`src/rtl/mel_divider.sv`:
```
// Iterative restoring divider: quot = (num << FRAC_BITS) / den, one quotient bit per cycle.
// Quotient saturates to all-ones on overflow or divide-by-zero; results are held until out_ready.
module mel_divider #(
  parameter int N_WIDTH   = 32,
  parameter int D_WIDTH   = 16,
  parameter int Q_WIDTH   = 16,
  parameter int FRAC_BITS = 8
) (
  input  logic               clk,
  input  logic               rst,
  input  logic               in_valid,
  output logic               in_ready,
  input  logic [N_WIDTH-1:0] num,
  input  logic [D_WIDTH-1:0] den,
  output logic               out_valid,
  input  logic               out_ready,
  output logic [Q_WIDTH-1:0] quot,
  output logic [D_WIDTH-1:0] rem,
  output logic               div_zero,
  output logic               overflow,
  output logic [1:0]         fsm_state
);

  // Handshakes: a transfer happens on an edge where valid and ready are both high;
  // valid never drops and its payload never changes until that transfer.

  localparam int W  = N_WIDTH + FRAC_BITS;
  localparam int CW = $clog2(W + 1);

  typedef enum logic [1:0] {
    IDLE = 2'd0,
    CALC = 2'd1,
    DONE = 2'd2
  } state_t;

  state_t             state;
  logic [W-1:0]       dividend;
  logic [W-1:0]       q;
  logic [D_WIDTH-1:0] divisor;
  logic [D_WIDTH:0]   r;
  logic [CW-1:0]      count;

  logic [D_WIDTH:0]   r_shift;
  logic [D_WIDTH:0]   r_next;
  logic               q_bit;
  logic [W-1:0]       q_next;

  assign fsm_state = state;

  // One restoring step; the partial remainder is always below den, so D_WIDTH+1 bits suffice.
  always_comb begin
    r_shift = {r[D_WIDTH-1:0], dividend[W-1]};
    q_bit   = (r_shift >= {1'b0, divisor});
    r_next  = q_bit ? (r_shift - {1'b0, divisor}) : r_shift;
    q_next  = {q[W-2:0], q_bit};
  end

  always_ff @(posedge clk) begin
    if (rst) begin
      state     <= IDLE;
      in_ready  <= 1'b1;
      out_valid <= 1'b0;
      quot      <= '0;
      rem       <= '0;
      div_zero  <= 1'b0;
      overflow  <= 1'b0;
      dividend  <= '0;
      q         <= '0;
      divisor   <= '0;
      r         <= '0;
      count     <= '0;
    end else begin
      case (state)
        IDLE: begin
          if (in_valid) begin
            dividend <= {num, {FRAC_BITS{1'b0}}};
            divisor  <= den;
            r        <= '0;
            q        <= '0;
            in_ready <= 1'b0;
            if (den != '0) begin
              state <= CALC;
              count <= CW'(W);
            end else begin
              state     <= DONE;
              out_valid <= 1'b1;
              quot      <= '1;
              rem       <= '0;
              div_zero  <= 1'b1;
              overflow  <= 1'b0;
            end
          end
        end
        CALC: begin
          dividend <= dividend << 1;
          r        <= r_next;
          q        <= q_next;
          count    <= count - CW'(1);
          if (count == CW'(1)) begin
            state     <= DONE;
            out_valid <= 1'b1;
            div_zero  <= 1'b0;
            rem       <= r_next[D_WIDTH-1:0];
            if (|q_next[W-1:Q_WIDTH]) begin
              quot     <= '1;
              overflow <= 1'b1;
            end else begin
              quot     <= q_next[Q_WIDTH-1:0];
              overflow <= 1'b0;
            end
          end
        end
        DONE: begin
          if (out_ready) begin
            state     <= IDLE;
            out_valid <= 1'b0;
            in_ready  <= 1'b1;
          end
        end
        default: begin
          state     <= IDLE;
          in_ready  <= 1'b1;
          out_valid <= 1'b0;
        end
      endcase
    end
  end

endmodule

```
`config.mk`:
```
export PLATFORM = sky130hd
export DESIGN_NAME = mel_divider
export DESIGN_NICKNAME = d
export VERILOG_FILES = /design/src/rtl/mel_divider.sv
export SDC_FILE = /design/constraint.sdc
export NUM_CORES = 1
export LEC_CHECK = 0
export CAP_MARGIN = 20
export CORE_UTILIZATION = 25
export CTS_CLUSTER_DIAMETER = 150
export DETAILED_ROUTE_END_ITERATION = 10
export GPL_TIMING_DRIVEN = 0
export RECOVER_POWER = 50
export SYNTH_ARGS = -nofsm -noshare
export SYNTH_HDL_FRONTEND = slang
export SYNTH_SLANG_ARGS = --single-unit
```
`constraint.sdc`:
```
create_clock -name clk -period 3.47 [get_ports clk]
set_clock_uncertainty 0.1 [all_clocks]
set_input_delay 0.694 -clock clk [delete_from_list [all_inputs] [get_ports clk]]
set_output_delay 0.694 -clock clk [all_outputs]
set_load 0.01 [all_outputs]
```
==> results by group, run 1 <==
Worst setup path
  – Crit-path max FO: 10
  – CP Capture Type: register
  – Crit path DAT: 3.28 ns
  – Startpoint Class: input port
  – Worst EP required: 3.65 ns
  – Crit path kind: in -> reg

STA
  – Worst-Margin Slew: 0.724 ns
  – Max-Slew Margin vs Limit: 0.511
  – Final setup viols: 0
  – Unrepaired setup endpoints after global routing: no
  – Final worst-path cycle share: 0.893
  – Fin crit period: 3.10 ns
  – Max frequency: 0.323 GHz
  – Final Max Slew Viols: 0
  – Final Hold Fails: 0

Power and ir drop
  – Clock power share: 0.254
  – Switching Fraction: 0.380
  – Internal: 0.00440 W
  – Pwr Density: 838 nW/µm²
  – Psw: 0.00270 W
  – PnR Total Power: 0.00711 W
  – Leak pwr: 3.17 nW
  – Worst vdd ir: 0.000615 V
  – Sequential group share of total power: 0.282
  – Combinational power share: 0.463

Finish
  – Area Growth Syn to Fin: 28.8%
  – Number of fill cells: 2,737
  – Area occupied by multi-input gates: 3320 µm²
  – Fin nets: 1,009
  – Post-route cell area: 8480 µm²
  – Share of post-route cells with drive strength above 1: 0.0506
  – Most frequent cells in the layout: 177 x nand2_1, 147 x dfxtp_1, 80 x nor2_1
  – Leading cell type in the layout, fill and taps excluded: nand2_1
  – Non-filler instance count after layout: 1,284
  – Number of antenna diodes: 0
  – FF/Latch Area: 2940 µm²

Clock tree
  – # H-tree levels: 4
  – Clock Tree Root: clkbuf_16
  – Cts repair resizes: 0
  – CTS Hold Bufs: 0
  – CTS tree: built
  – CTS clk-pin slew, worst paths: 0.06 ns
  – Worst skew pair latency: 0.42 ns
  – Post-CTS Setup Inserts: 0
  – TritonCTS Buffers: 17
  – Clock Sinks: 147
  – Max clock buf depth: 2

Synth
  – Register area share after synthesis: 0.447
  – EDFF count, synth: 0
  – Gate Count Post-Synth: 830
  – Synth Cell Area: 6590 µm²
  – Yosys cell types: 53
  – Mapped Nets: 901
  – Synthesized flop and latch total: 147
  – Synth Warn #: 0
  – Ys async rst share: 0
  – Ys flop type: dfxtp_1
  – Syn Area/Cell: 7.93 µm²

Detailed routing
  – Via-to-Cell Ratio: 4.76
  – Final ANT Viol Nets: 0
  – Final wirelength: 18,300 µm
  – DR WL/cell: 14.3 µm
  – Drt pass-1 iters: 5
  – DR iter-0 viols: 301
  – Residual DRC count: 0
  – Vias post-DR: 6,111

Place
  – Gpl congestion: 0.867
  – Port Buf Inserts: 89
  – Post-DP Area: 7900 µm²
  – Placed cell count: 1,254
  – Post-DP HPWL: 14,100 µm

Floorplanning
  – Cell row count: 59
  – Core Area: 25,900 µm²
  – Die area: 27,000 µm²
  – Die Width: 164 µm
  – Initial Util: 0.254
  – Io pins: 90
  – Chip height: 164 µm

Global route
  – Number of global-route vias before repair: 5,733
  – First-pass GRT wire length: 29,700 µm
  – GRT overflow: 0
  – Antenna violations before repair: 0
  – GR Util All Layers: 0.143
  – Largest net degree at the start of global routing: 17

Hold path
  – Worst Hold Class: reg -> reg

Flow run
  – Max cap viols: 0

Outcome
  – Outcome: complete, no violations
[logic make-up after synthesis]
kind of cell,count (synthesis),synth area share
and+or+nand+nor,351,0.229
AOI/OAI and AO/OA,203,0.195
DFF,147,0.447
buffers and inverters,81,0.0500
adders and majority gates,19,0.0372
xor gates and xnor gates,16,0.0213
muxes,13,0.0213
[flip-flops by register name, indices dropped and copies added (netlist names)]
| name | count |
|---|---|
| overflow | 1 |
| out_valid | 1 |
| in_ready | 1 |
| rem | 16 |
| q | 39 |
| div_zero | 1 |
| divisor | 16 |
| fsm_state | 2 |
| count | 6 |
| r | 16 |
| dividend | 32 |
| quot | 16 |
[layer usage]
layer	vias to the layer above	wire length, µm	global-route usage	part of all wire
li1	3103	-	-	-
met1	2904	8340	0.176	0.45
met2	92	9200	0.248	0.50
met3	12	587	0.0306	0.032
met4	0	205	0.0387	0.011
met5	-	0	0	0
[cells in the mapped netlist (all sizes together) (2+ instances only)]
library cell  count  area [µm²]
dfxtp           147        2940
inv              24        90.1
o31ai             3        32.5
and2              2        12.5
nor4             12        75.1
a311oi           31         272
nor2b             3        18.8
mux2              2        30.0
nor3b             3        27.5
o211ai            3        22.5
xnor2            10        87.6
a22o              6        52.6
nand3            42         210
xor2              6        52.6
clkbuf           45         169
nor2             82         318
or3               2        12.5
buf              12        70.1
nand2           179         677
a21o              4        30.0
a31oi             2        12.5
mux2i            11         110
a211o             2        17.5
o41ai             3        33.8
o22ai            15        93.8
o21ai            46         238
a211oi            3        22.5
a21oi            79         403
nor3              9        45.0
nand4             5        31.3
o21bai            2        15.0
nand2b            9        56.3
ha               18         225
[area by class of cell]
class	instances	area share
inverters	24	0.0106
clock inverters	11	0.0150
repair buffers	89	0.105
multi-input cells	602	0.391
plain buffers	57	0.0280
flip-flops and latches	147	0.347
clock buffers	19	0.0534
well taps	335	0.0494
[metrics by stage]
stage | setup slack (ns) | hold slack, ns | TNS, ns | util
2_1_floorplan | 0.976 | 0.336 | 0 | -
3_3_place_gp | -0.349 | 0.341 | -6.45 | 0.305
3_5_place_dp | -0.392 | 0.347 | -7.56 | 0.305
4_1_cts | 0.0440 | 0.354 | 0 | 0.327
5_1_grt | 0.0484 | 0.372 | 0 | 0.327
6_report | 0.370 | 0.351 | 0 | 0.327
[power groups by stage]
stage | Clock (W) | Combinational [W] | Sequential (W)
after global placement | 0 | 0.00329 | 0.00204
after global routing | 0.00193 | 0.00366 | 0.00203
after floorplan | 0 | 0.00256 | 0.00200
after CTS | 0.00185 | 0.00333 | 0.00201
final | 0.00181 | 0.00329 | 0.00201
after detailed placement | 0 | 0.00331 | 0.00204
[worst max-delay path: stages]
cell and delay, ns:
clkdlybuf4s50_1 0.44, nor4_2 0.45, nand4_1 0.42, o21ai_2 0.55, nor2_1 0.25, clkbuf_1 0.28
nand2_1 0.12, o21ai_0 0.07
[worst paths after layout]
| kind | start | end | slack, ns | depth (start not counted) |
|---|---|---|---|---|
| setup reg to reg | divisor[12] | rem[13] | 0.65 | 11 |
| hold reg to reg | rem[12] | rem[12] | 0.35 | 2 |
| hold / removal | rem[12] | rem[12] | 0.35 | 2 |
| setup / recovery | den[12] | rem[4] | 0.37 | 8 |
(Power assumes the default switching activity.)
==> inputs of run 2 (changes only) <==
--- a/config.mk
+++ b/config.mk
@@ -7,8 +7,9 @@
 export LEC_CHECK = 0
 export CAP_MARGIN = 20
-export CORE_UTILIZATION = 25
+export CORE_UTILIZATION = 50
 export CTS_CLUSTER_DIAMETER = 150
 export DETAILED_ROUTE_END_ITERATION = 10
 export GPL_TIMING_DRIVEN = 0
+export PLACE_DENSITY = 0.74
 export RECOVER_POWER = 50
 export SYNTH_ARGS = -nofsm -noshare
--- a/constraint.sdc
+++ b/constraint.sdc
@@ -3,3 +3,3 @@
 set_input_delay 0.694 -clock clk [delete_from_list [all_inputs] [get_ports clk]]
 set_output_delay 0.694 -clock clk [all_outputs]
-set_load 0.01 [all_outputs]
+set_load 0.1 [all_outputs]
==> results by group, run 2 (same netlist as run 1, synthesis figures left out) <==
Outcome
  – Outcome: complete, no violations

Hold path
  – Worst Hold Class: reg -> reg
  – Hold Path Sink: rem[12]
  – Min-delay src: rem[12]
  – Hold depth: 2 (unchanged)

Place
  – Placed cell count: 1,091 (-13%)
  – Post-place setup slack: -0.333 ns (+0.0590 ns)
  – Gpl congestion: 0.853 (-1.6%)
  – Port Buf Inserts: 89 (unchanged)
  – Post-DP HPWL: 12,600 µm (-11%)

Floorplanning
  – Die area: 13,600 µm² (-49%)
  – Die Width: 117 µm (-29%)
  – Core Area: 12,700 µm² (-51%)
  – Io pins: 90 (unchanged)
  – Initial Util: 0.518 (+0.263)
  – Cell row count: 41 (-31%)
  – Chip height: 117 µm (-29%)

Worst setup path
  – R2R cell count: 11 (unchanged)
  – Crit path DAT: 3.58 ns (+0.30 ns)
  – FF-to-FF setup slack: 0.55 ns (-0.10 ns)
  – Reg-to-reg startpoint: divisor[12]
  – RR Endpoint: rem[8]
  – Count of buffer and inverter cells on the critical path: 2 (unchanged)
  – Worst EP required: 3.67 ns (+0.02 ns)
  – CP peak stage delay: 0.60 ns (+0.05 ns)
  – Critical path, cell by cell: clkdlybuf4s50_1 -> nor4_1 -> nand4_1 -> o21ai_2 -> nor2_1 -> clkbuf_1 -> nand2_1 -> o21ai_0
  – Top delay family on crit path: simple AND/OR/NAND/NOR gates
  – Crit-path max FO: 10 (unchanged)
  – Worst path slowest cell: o21ai_2
  – CP Capture Type: register
  – Startpoint Class: input port
  – Crit path kind: in -> reg

Detailed routing
  – Residual DRC count: 0 (unchanged)
  – DR iter-0 viols: 422 (+40%)
  – Via-to-Cell Ratio: 5.55 (+17%)
  – Drt pass-1 iters: 5 (unchanged)
  – Final ANT Viol Nets: 0 (unchanged)
  – Vias post-DR: 6,228 (+1.9%)
  – DR WL/cell: 15.5 µm (+8.6%)
  – Final wirelength: 17,400 µm (-5.0%)

Finish
  – Area Growth Syn to Fin: 25.9%
  – Top reg by flops: q
  – Number of flip-flops in the largest register: 39 (unchanged)
  – Number of antenna diodes: 0 (unchanged)
  – Share of post-route cells with drive strength above 1: 0.0484 (-0.00221)
  – Top Registers: q: 39 flops, dividend: 32 flops
  – Leading cell type in the layout, fill and taps excluded: nand2_1
  – Fin nets: 1,009 (unchanged)
  – Non-filler instance count after layout: 1,123 (-13%)
  – Most frequent cells in the layout: 177 x nand2_1, 147 x dfxtp_1, 86 x clkdlybuf4s50_1

STA
  – Fin crit period: 3.38 ns (+0.279 ns)
  – Max frequency: 0.296 GHz (-8.2%)
  – Final worst-path cycle share: 0.974 (+0.0803)
  – Final Hold Fails: 0 (unchanged)
  – Final setup viols: 0 (unchanged)
  – Max-Slew Margin vs Limit: 0.338 (-0.173)
  – Unrepaired setup endpoints after global routing: no
  – Final Worst Setup Slack: 0.0912 ns (-0.279 ns)
  – Worst-Margin Slew: 0.990 ns (+0.266 ns)
  – Final Max Slew Viols: 0 (unchanged)

Clock tree
  – CTS Hold Bufs: 0 (unchanged)
  – # H-tree levels: 4 (unchanged)
  – Cts repair resizes: 0 (unchanged)
  – Max clock buf depth: 2 (unchanged)
  – Worst skew pair latency: 0.43 ns (about the same)
  – Post-CTS Setup Inserts: 0 (unchanged)
  – TritonCTS Buffers: 17 (unchanged)
  – Clock Tree Root: clkbuf_16
  – Clock Sinks: 147 (unchanged)
  – CTS clk-pin slew, worst paths: 0.06 ns (about the same)
  – CTS tree: built

Global route
  – First-pass GRT wire length: 27,700 µm (-6.7%)
  – Antenna violations before repair: 0 (unchanged)
  – Number of global-route vias before repair: 5,739 (+0.10%)
  – GRT overflow: 0 (unchanged)
  – GR Util All Layers: 0.267 (+0.124)
  – Largest net degree at the start of global routing: 17 (unchanged)

Power and ir drop
  – Worst vdd ir: 0.000782 V (+27%)
  – PnR Total Power: 0.00744 W (+4.7%)
  – Pwr Density: 897 nW/µm² (+7.1%)
  – Leak pwr: 3.05 nW (-3.8%)

Flow run
  – Max cap viols: 0 (unchanged)
==> run 2: metal layers <==
metal	track usage	part of all wire	vias to the layer above
met5	0	0	-
met4	0.111	0.024	0
met3	0.0623	0.037	30
met2	0.453	0.49	148
met1	0.324	0.45	2954
li1	-	-	3096
==> run 2: through the flow <==
step | TNS, ns | util | cell area (µm²) | hold WS, ns
2_1_floorplan | 0 | - | 6590 | 0.336
3_5_place_dp | -6.27 | 0.605 | 7690 | 0.341
6_report | 0 | 0.652 | 8290 | 0.343
3_3_place_gp | -6.51 | 0.605 | 7690 | 0.337
4_1_cts | 0 | 0.652 | 8290 | 0.349
5_1_grt | 0 | 0.652 | 8290 | 0.359
==> run 2: final cells by class <==
class,count,area (µm²)
Sequential cell,147,2940
Buffer,57,238
Timing Repair Buffer,89,891
Tap cell,172,215
Multi-Input combinational cell,602,3310
Inverter,24,90.1
Clock inverter,7,95.1
Fill cell,1133,4430
Clock buffer,25,505
==> run 2: worst max path at each step <==
stage | start | endpoint | slack [ns] | depth (start not counted)
CTS | den[12] | rem[7] | 0.08 | 8
global placement | den[12] | rem[14] | -0.34 | 8
finish | den[12] | rem[7] | 0.09 | 8
floorplan | fsm_state[0] | rem[14] | 0.75 | 9
global route | den[12] | rem[7] | 0.04 | 8
detailed placement | den[12] | rem[7] | -0.33 | 8
==> run 2: where the power goes <==
part / switching, W / total, W / internal [W]
Combinational: 0.00210 / 0.00356 / 0.00145
Clock: 0.000715 / 0.00187 / 0.00116
Sequential: 0.000143 / 0.00201 / 0.00186
Total: 0.00296 / 0.00744 / 0.00447
==> run 2: tightest hold or removal path, delay by kind of cell, from the launching register on <==
kind	cells	cell delay (ns)
AO/OA/AOI/OAI	1	0.05
flip-flops	1	0.30
AND/OR/NAND/NOR	1	0.05
==> inputs of run 3 (changes only) <==
CORE_MARGIN = 4   (was default)
CORE_UTILIZATION = 55   (was 50)
PLACE_DENSITY = 0.8   (was 0.74)
SETUP_SLACK_MARGIN = 0.02   (was default)
==> results by group, run 3 (same netlist as run 1, synthesis figures left out) <==
Worst setup path
  – Crit-path max FO: 10 (unchanged)
  – CP Capture Type: register
  – Top delay family on crit path: simple AND/OR/NAND/NOR gates
  – Worst path slowest cell: nor4_1
  – Worst EP required: 3.66 ns (about the same)
  – Crit path DAT: 3.54 ns (-0.04 ns)
  – Critical path, cell by cell: clkdlybuf4s50_1 -> nor4_1 -> nand4_1 -> o21ai_4 -> nor2_1 -> clkbuf_1 -> nand2_1 -> o21ai_0
  – Count of buffer and inverter cells on the critical path: 2 (unchanged)
  – Reg-to-reg startpoint: divisor[12]
  – CP peak stage delay: 0.60 ns (about the same)
  – Worst setup startpoint: den[12]
  – Startpoint Class: input port
  – Crit path kind: in -> reg

Detailed routing
  – Residual DRC count: 0 (unchanged)
  – DR WL/cell: 16.0 µm (+2.9%)
  – Final ANT Viol Nets: 0 (unchanged)
  – Drt pass-1 iters: 6 (+1)
  – Via-to-Cell Ratio: 5.77 (+4.0%)
  – Vias post-DR: 6,295 (+1.1%)
  – DR iter-0 viols: 508 (+20%)
  – Final wirelength: 17,400 µm (about the same)

Clock tree
  – TritonCTS Buffers: 17 (unchanged)
  – CTS tree: built
  – CTS clk-pin slew, worst paths: 0.06 ns (about the same)
  – Clock Tree Root: clkbuf_16
  – # H-tree levels: 4 (unchanged)
  – Max clock buf depth: 2 (unchanged)
  – Post-CTS Setup Inserts: 0 (unchanged)
  – Clock Sinks: 147 (unchanged)
  – Worst skew pair latency: 0.42 ns (about the same)

Global route
  – Largest net degree at the start of global routing: 17 (unchanged)
  – Met2 Resource Use GR: 0.438 (-0.0150)
  – Gr busiest metal: met2
  – First-pass GRT wire length: 28,700 µm (+3.7%)
  – Antenna violations before repair: 0 (unchanged)
  – Number of global-route vias before repair: 6,023 (+4.9%)
  – GR Util All Layers: 0.254 (-0.0129)
  – GRT overflow: 0 (unchanged)
  – Met1 usage: 0.305 (-0.0193)
  – GR Util met3: 0.0621 (-0.000194)

STA
  – Max-Slew Margin vs Limit: 0.332 (-0.00565)
  – Final worst-path cycle share: 0.966 (-0.00799)
  – Worst-Margin Slew: 0.998 ns (+0.00828 ns)
  – Final setup viols: 0 (unchanged)
  – Final Hold Fails: 0 (unchanged)
  – Final Worst Setup Slack: 0.119 ns (+0.0277 ns)
  – Final Max Slew Viols: 0 (unchanged)
  – Max frequency: 0.298 GHz (+0.83%)
  – Unrepaired setup endpoints after global routing: no
  – Hold slack: 0.340 ns (-0.00257 ns)
  – Sum Neg Setup Slack: 0 ns (unchanged)
  – Fin crit period: 3.35 ns (-0.0277 ns)

Floorplanning
  – Initial Util: 0.569 (+0.0518)
  – Die area: 13,800 µm² (+1.1%)
  – Cell row count: 39 (-4.9%)
  – Io pins: 90 (unchanged)
  – Chip height: 117 µm (+0.57%)
  – Core Area: 11,600 µm² (-9.1%)
  – Die Width: 117 µm (+0.57%)

Place
  – Port Buf Inserts: 89 (unchanged)
  – Gpl congestion: 0.897 (+5.2%)
  – Post-place setup slack: -0.394 ns (-0.0609 ns)
  – Post-DP HPWL: 12,500 µm (-0.11%)
  – Placed cell count: 1,062 (-2.7%)

Finish
  – Share of post-route cells with drive strength above 1: 0.0443 (-0.00407)
  – Number of antenna diodes: 0 (unchanged)
  – Leading cell type in the layout, fill and taps excluded: nand2_1
  – Top reg by flops: q
  – Fin nets: 1,009 (unchanged)
  – Fin util: 0.712 (+0.0600)
  – Most frequent cells in the layout: 177 x nand2_1, 147 x dfxtp_1, 80 x nor2_1
  – Top Registers: q: 39 flops, dividend: 32 flops
  – Number of flip-flops in the largest register: 39 (unchanged)
  – Area Growth Syn to Fin: 25.0%
  – Non-filler instance count after layout: 1,091 (-2.8%)

Power and ir drop
  – Worst vdd ir: 0.000525 V (-33%)
  – Pwr Density: 890 nW/µm² (-0.75%)
  – Leak pwr: 3.08 nW (+1.1%)

Flow run
  – Max cap viols: 0 (unchanged)

Outcome
  – Outcome: complete, no violations

Hold path
  – Worst Hold Class: reg -> reg
  – Min-delay src: rem[11]
[run 3: worst register-to-register path, cell delays in order, from the launching register on]
cell,delay [ns]
dfxtp_1,0.33
inv_1,0.05
ha_1,0.41
nand2_2,0.11
o21ai_0,0.26
a31oi_1,0.09
o41ai_2,0.49
or2_1,0.20
buf_6,0.17
buf_12,0.16
mux2i_1,0.33
o21ai_1,0.11
[run 3: timing repair]
item | in CTS | in global routing
hold buffers | 0 | 0
setup endpoints to repair | 0 | 10
gates resized for setup | 0 | 1
[run 3: final cells by class]
type | count | area [µm²]
buffer | 57 | 238
clock buffer | 25 | 495
clock inverter | 4 | 73.8
fill | 924 | 3330
inverter | 24 | 90.1
multi-input combinational | 602 | 3320
sequential | 147 | 2940
tap | 143 | 179
timing repair buffer | 89 | 891
[run 3: report_power, final]
part / internal (W) / switching (W) / total, W
sequential: 0.00187 / 0.000142 / 0.00201
clock: 0.00112 / 0.000658 / 0.00178
combinational: 0.00145 / 0.00209 / 0.00354
total: 0.00444 / 0.00289 / 0.00733
[run 3: per-layer routing]
metal  routed length (µm)  share of wire  vias up
met5                    0              0        -
met1                 7320           0.42     2945
met4                  522          0.030        0
li1                     -              -     3098
met2                 8760           0.50      208
met3                  813          0.047       44
[run 3: worst paths after layout]
check | to | slack (ns) | depth (start not counted)
setup / recovery | rem[4] | 0.12 | 8
hold / removal | rem[11] | 0.34 | 2
setup reg to reg | rem[11] | 0.55 | 11
hold reg to reg | rem[11] | 0.34 | 2
[run 3: metrics by stage]
step	power (W)	area [µm²]
6_report	0.00733	8230
3_3_place_gp	0.00548	7650
5_1_grt	0.00771	8230
4_1_cts	0.00730	8220
2_1_floorplan	0.00469	6590
3_5_place_dp	0.00552	7650
